<file path="src/rtl/icache_dm_if.sv">
// rtl/icache_dm_if.sv - fetch-side and ROM-side signal bundle for icache_dm
interface icache_dm_if;
  logic        cpu_req;
  logic [31:0] cpu_addr;
  logic [31:0] cpu_instr;
  logic        cpu_ready;
  logic [31:0] mem_addr;
  logic [31:0] mem_rd;

  // Fetch stage plus instruction ROM, i.e. everything around the cache
  modport master (
    output cpu_req,
    output cpu_addr,
    output mem_rd,
    input  cpu_instr,
    input  cpu_ready,
    input  mem_addr
  );

  // The cache itself
  modport slave (
    input  cpu_req,
    input  cpu_addr,
    input  mem_rd,
    output cpu_instr,
    output cpu_ready,
    output mem_addr
  );
endinterface

</file>
<file path="src/rtl/icache_dm.sv">
// rtl/icache_dm.sv - direct-mapped icache, 0-cycle hits, line refill; ICACHE_PERF_CNT_EN adds hit/miss counters
module icache_dm #(
  parameter int LINES      = 16,
  parameter int LINE_WORDS = 4
) (
  input  logic        clk,
  input  logic        reset,
  icache_dm_if.slave  bus
`ifdef ICACHE_PERF_CNT_EN
  ,
  output logic [31:0] hit_count,
  output logic [31:0] miss_count
`endif
);

  localparam int OFF  = $clog2(LINE_WORDS);
  localparam int IDX  = $clog2(LINES);
  localparam int TAGW = 32 - OFF - IDX;

  typedef enum logic {IDLE, REFILL} state_t;

  state_t state, state_nx;

  logic [LINES-1:0] valid;
  logic [TAGW-1:0]  tags [LINES];
  logic [31:0]      data [LINES][LINE_WORDS];

  logic [OFF-1:0]   cnt;
  logic [31:0]      base;

  logic [OFF-1:0]   req_off;
  logic [IDX-1:0]   req_idx;
  logic [TAGW-1:0]  req_tag;
  logic [IDX-1:0]   fill_idx;
  logic [TAGW-1:0]  fill_tag;

  logic             hit;
  logic             miss_start;
  logic             fill_we;
  logic             fill_last;

  assign req_off  = bus.cpu_addr[OFF-1:0];
  assign req_idx  = bus.cpu_addr[OFF+IDX-1:OFF];
  assign req_tag  = bus.cpu_addr[31:OFF+IDX];
  // During refill the line being filled is identified by the latched base, not the live address
  assign fill_idx = base[OFF+IDX-1:OFF];
  assign fill_tag = base[31:OFF+IDX];

  assign hit = bus.cpu_req && valid[req_idx] && (tags[req_idx] == req_tag);

  // State register
  always_ff @(posedge clk) begin
    if (reset) state <= IDLE;
    else       state <= state_nx;
  end

  // Next state, fetch-side outputs and ROM address
  always_comb begin
    state_nx      = state;
    bus.cpu_ready = 1'b0;
    bus.cpu_instr = 32'd0;
    bus.mem_addr  = 32'd0;
    miss_start    = 1'b0;
    fill_we       = 1'b0;
    fill_last     = 1'b0;
    case (state)
      IDLE: begin
        if (bus.cpu_req) begin
          if (hit) begin
            bus.cpu_ready = 1'b1;
            bus.cpu_instr = data[req_idx][req_off];
          end else begin
            miss_start = 1'b1;
            state_nx   = REFILL;
          end
        end
      end
      REFILL: begin
        bus.mem_addr = {base[31:OFF], cnt};
        fill_we      = 1'b1;
        if (cnt == {OFF{1'b1}}) begin
          fill_last = 1'b1;
          state_nx  = IDLE;
        end
      end
      default: state_nx = IDLE;
    endcase
  end

  // Valid bits, refill word counter and latched line base
  always_ff @(posedge clk) begin
    if (reset) begin
      valid <= '0;
      cnt   <= '0;
      base  <= '0;
    end else if (miss_start) begin
      base           <= {req_tag, req_idx, {OFF{1'b0}}};
      cnt            <= '0;
      valid[req_idx] <= 1'b0;
    end else if (fill_we) begin
      cnt <= cnt + 1'b1;
      if (fill_last) valid[fill_idx] <= 1'b1;
    end
  end

  // Tag and data arrays carry no reset; a line is only trusted once its valid bit is set
  always_ff @(posedge clk) begin
    if (!reset && fill_we) begin
      data[fill_idx][cnt] <= bus.mem_rd;
      if (fill_last) tags[fill_idx] <= fill_tag;
    end
  end

`ifdef ICACHE_PERF_CNT_EN
  // Hit and miss event counters, free-running and wrapping
  always_ff @(posedge clk) begin
    if (reset) begin
      hit_count  <= 32'd0;
      miss_count <= 32'd0;
    end else begin
      if (state == IDLE && bus.cpu_req && bus.cpu_ready) hit_count <= hit_count + 32'd1;
      if (miss_start) miss_count <= miss_count + 32'd1;
    end
  end
`endif

endmodule
</file>
<file path="src/flat_wrapper.sv">
// flat-port wrapper written by rule: the top's interface ports become plain ports
module icache_dm_flat 
#(
  parameter int LINES      = 16,
  parameter int LINE_WORDS = 4
)
  (clk, reset, bus_cpu_req, bus_cpu_addr, bus_mem_rd, bus_cpu_instr, bus_cpu_ready, bus_mem_addr);
  icache_dm_if bus_i ();
  input  logic clk;
  input  logic reset;
  input wire logic [$bits(bus_i.cpu_req)-1:0] bus_cpu_req;
  input wire logic [$bits(bus_i.cpu_addr)-1:0] bus_cpu_addr;
  input wire logic [$bits(bus_i.mem_rd)-1:0] bus_mem_rd;
  output wire logic [$bits(bus_i.cpu_instr)-1:0] bus_cpu_instr;
  output wire logic [$bits(bus_i.cpu_ready)-1:0] bus_cpu_ready;
  output wire logic [$bits(bus_i.mem_addr)-1:0] bus_mem_addr;
  assign bus_i.cpu_req = bus_cpu_req;
  assign bus_i.cpu_addr = bus_cpu_addr;
  assign bus_i.mem_rd = bus_mem_rd;
  assign bus_cpu_instr = bus_i.cpu_instr;
  assign bus_cpu_ready = bus_i.cpu_ready;
  assign bus_mem_addr = bus_i.mem_addr;
  icache_dm #(.LINES(LINES), .LINE_WORDS(LINE_WORDS)) u_core (.clk(clk), .reset(reset), .bus(bus_i));
endmodule
</file>
<file path="config.mk">
export PLATFORM = sky130hd
export DESIGN_NAME = icache_dm_flat
export DESIGN_NICKNAME = d
export VERILOG_FILES = /design/src/rtl/icache_dm_if.sv /design/src/rtl/icache_dm.sv /design/src/flat_wrapper.sv
export SDC_FILE = /design/constraint.sdc
export NUM_CORES = 2
export LEC_CHECK = 0
export ABC_CLOCK_PERIOD_IN_PS = 11600
export CORE_AREA = 2 2 467 469
export DETAILED_ROUTE_END_ITERATION = 10
export DIE_AREA = 0 0 469 471
export PLACE_DENSITY = 0.59
export SLEW_MARGIN = 5
export SYNTH_ARGS = -nofsm -noshare
export SYNTH_HDL_FRONTEND = slang
export SYNTH_SLANG_ARGS = --single-unit
</file>
<file path="constraint.sdc">
create_clock -name clk -period 11.6 [get_ports clk]
set_input_delay 1.16 -clock clk [delete_from_list [all_inputs] [get_ports clk]]
set_output_delay 1.16 -clock clk [all_outputs]
set_load 0.005 [all_outputs]
</file>
==> metrics <==
Cells after Synth 4,053; Slew HR 13.7%; placed cell area 102,000 sq um; worst r2r src u_core.tags[7][11]; vias in the first global route 45,569; cts hold-fix bufs 0; maximum vdd ir drop 0.161 mV; gr ovfl total 0; worst r2r path cells 9; Syn Nets 4,124; min Tclk post-route 7370 ps; CP endpoint kind primary output; Hold Startpoint u_core.valid[6]; post-CTS resize count 0; DRC Markers 0; drt wl/cell 33.4 um; total vias in the final route 44,905; status finished, final reports clean; first-pass GRT wire length 351,000 um; pre-CTS setup slack 4190 ps; Critical Path AT 6210 ps; clk slew on worst S/H paths 60 ps; Synth cell types 60; DP Wirelength 128,000 um; post-synth top area share 76.5%; CTS tree yes; P_leak 0.0341 uW; Final Hold Fails 0; WHS 502 ps; worst slew pin tran 1300 ps; Fill cells 16,853; CTS H-tree lvls 5; Row Count 171; DR vias/cell 6.03; Hold WC Path Type reg2reg; Area Growth Syn to Fin 14.1%; WHS Path Cells 2; worst path required time 10,440 ps; Seq cells post-synth 2,513; Main synth FF type edfxtp_1; fmax 136 MHz; 1st-iter DRT viols 5,655; Pre-antenna DRT Iters 5; Hold Path End u_core.valid[6]; CTS Buffer Depth 4; post-route cell area 110,000 sq um; placed insts 6,927; leading area contributor after synthesis edfxtp_1; max-slew violations 0; r2r setup slk 7470 ps; clk_lat worst skew 920 ps; Final Worst Setup Slack 4230 ps; Worst Skew 54.4 ps; synthesized area 96,800 sq um; TritonCTS buffer count 278; Die W 469 um; post-CTS setup buffer count 0; IO Count 132; Crit Path Max Fanout 78; die footprint 221,000 sq um; Die Y 471 um; reg2reg end u_core.valid[2]; clk sink count 2,513; Routed Antenna Nets 0; RSZ-0062 raised after global routing no; largest net degree at the start of global routing 152; core area 216,000 sq um; fin nets 4,424; WL final 249,000 um; Root Driver clkbuf_16; synthesized area per cell 23.9 sq um; Final Setup Violations 0; Max-Cap Viols 0; fin crit share 63.5%; Async SR Flop Fraction 0%; GRT Overall Usage 22.6%; GP Congestion 0.795; Starting Density 44.8%; power per cell area 173 nW/um^2; share of cells above drive strength 1 29.9%; Syn. warnings 0; setup TNS 0 ps; I/O Buffers 131; initial antenna violation count 29; Post-Layout Cell Count 7,442; Setup crit start kind primary input; sequential fraction of the synthesis area 77.5%; top cells by area, synth edfxtp_1 76%, mux4_2 18%, dfxtp_1 1.0%; Setup CP Type in2out; EDFF count, synth 2,464
==> flip-flops by register name (all words and copies together), names as in the netlist <==
signal and cells:
u_core.cnt 2, u_core.data 2048, u_core.base 30, u_core.valid 16
u_core.state 1, u_core.tags 416
==> synthesized netlist by cell type, types with 3 or more instances <==
cell      instances
nor3_1            6
a22oi_1          16
a22o_1            3
buf_1            33
nand4_1           5
buf_6             9
and2_1           34
nand2_1          85
o21ai_0           8
dfxtp_1          49
a311oi_1         14
o22ai_1           4
mux4_2          767
inv_1            14
xnor2_1          20
edfxtp_1       2464
clkbuf_1         93
mux2i_1          97
a221oi_1          4
buf_4             8
buf_2            77
nand3_1          15
xor2_1            4
nor2b_1          44
o211ai_1          4
nor2_1          120
ha_1              4
a21oi_1          10
==> critical path, stage by stage <==
cell	delay, ps
buf_8	530
buf_4	790
buf_4	670
nor2_2	220
a22oi_1	280
nand3_1	100
a211oi_1	230
nand4_1	220
a2111oi_2	500
nand4b_1	190
buf_4	330
nor2b_1	240
clkdlybuf4s50_1	560
==> area by class of cell <==
cell class	count	area, sq um	share of cell area [%]
clock buffers	359	7430	6.73
multi-input cells	1303	21300	19.3
diodes	50	125	0.113
repair buffers	241	2080	1.89
clock inverters	106	845	0.765
well taps	2854	3570	3.23
flip-flops and latches	2513	75000	67.9
inverters	16	67.6	0.0612
==> stage by stage <==
| stage | total power [uW] | util, % |
|---|---|---|
| CTS | 19200 | 51.0 |
| global route | 19600 | 51.1 |
| global placement | 11100 | 47.2 |
| detailed placement | 11100 | 47.2 |
| floorplan | 10700 | - |
| finish | 19100 | 51.1 |
==> worst max path at each step <==
| stage | endpoint | slack [ps] | cells after the start | start |
|---|---|---|---|---|
| 2_1_floorplan | bus_cpu_instr[30] | 6260 | 11 | bus_cpu_addr[3] |
| 6_report | bus_cpu_instr[7] | 4230 | 13 | bus_cpu_addr[3] |
| 4_1_cts | bus_cpu_instr[7] | 4180 | 13 | bus_cpu_addr[3] |
| 3_3_place_gp | bus_cpu_instr[31] | 4230 | 13 | bus_cpu_addr[3] |
| 3_5_place_dp | bus_cpu_instr[7] | 4190 | 13 | bus_cpu_addr[3] |
| 5_1_grt | bus_cpu_instr[7] | 3860 | 13 | bus_cpu_addr[3] |
==> power breakdown <==
group | total [uW] | switching [uW] | internal (uW) | leakage, uW
registers | 10000 | 34.4 | 9990 | 0.0227
logic | 880 | 527 | 353 | 0.00732
clock network | 8190 | 3420 | 4760 | 0.00406
total | 19100 | 3980 | 15100 | 0.0341
==> metal layers <==
layer / global-route usage, % / wire length [um]
met1: 32.5 / 103000
met3: 3.96 / 17900
met4: 6.65 / 6160
met2: 35.8 / 122000
met5: 0 / 14
==> cells in the final DEF (no fill, tap or decap), types with 5 or more instances in the layout <==
cell type        Yosys  final
nor3_1               6      6
clkdlybuf4s50_1      0     93
nor2_4               0     80
o21ai_0              8      8
clkinv_1             0     42
nor2b_1             44     44
nor2_1             120     40
inv_6                0      7
a22oi_1             16     16
clkbuf_16            0    284
a21oi_1             10     10
xnor2_1             20     20
inv_1               14     14
edfxtp_1          2464   2464
buf_4                8    104
buf_2               77     33
buf_12               0      8
nand2_1             85     84
dfxtp_1             49     49
mux4_2             767    767
mux2i_1             97     97
clkbuf_1            93     71
a311oi_1            14     14
diode_2              0     50
and2_1              34     34
nand3_1             15     15
nand4_1              5      5
bufinv_16            0     12
clkinv_2             0     40
==> kinds of logic after synthesis <==
group | share of synthesized area, %
xor gates and xnor gates | 0.217
AOI/OAI and AO/OA | 0.680
adders and majority gates | 0.0517
muxes | 18.9
buffers and inverters | 1.13
DFF | 77.5
and+or+nand+nor | 1.56
Power figures use the tool's default switching activity.
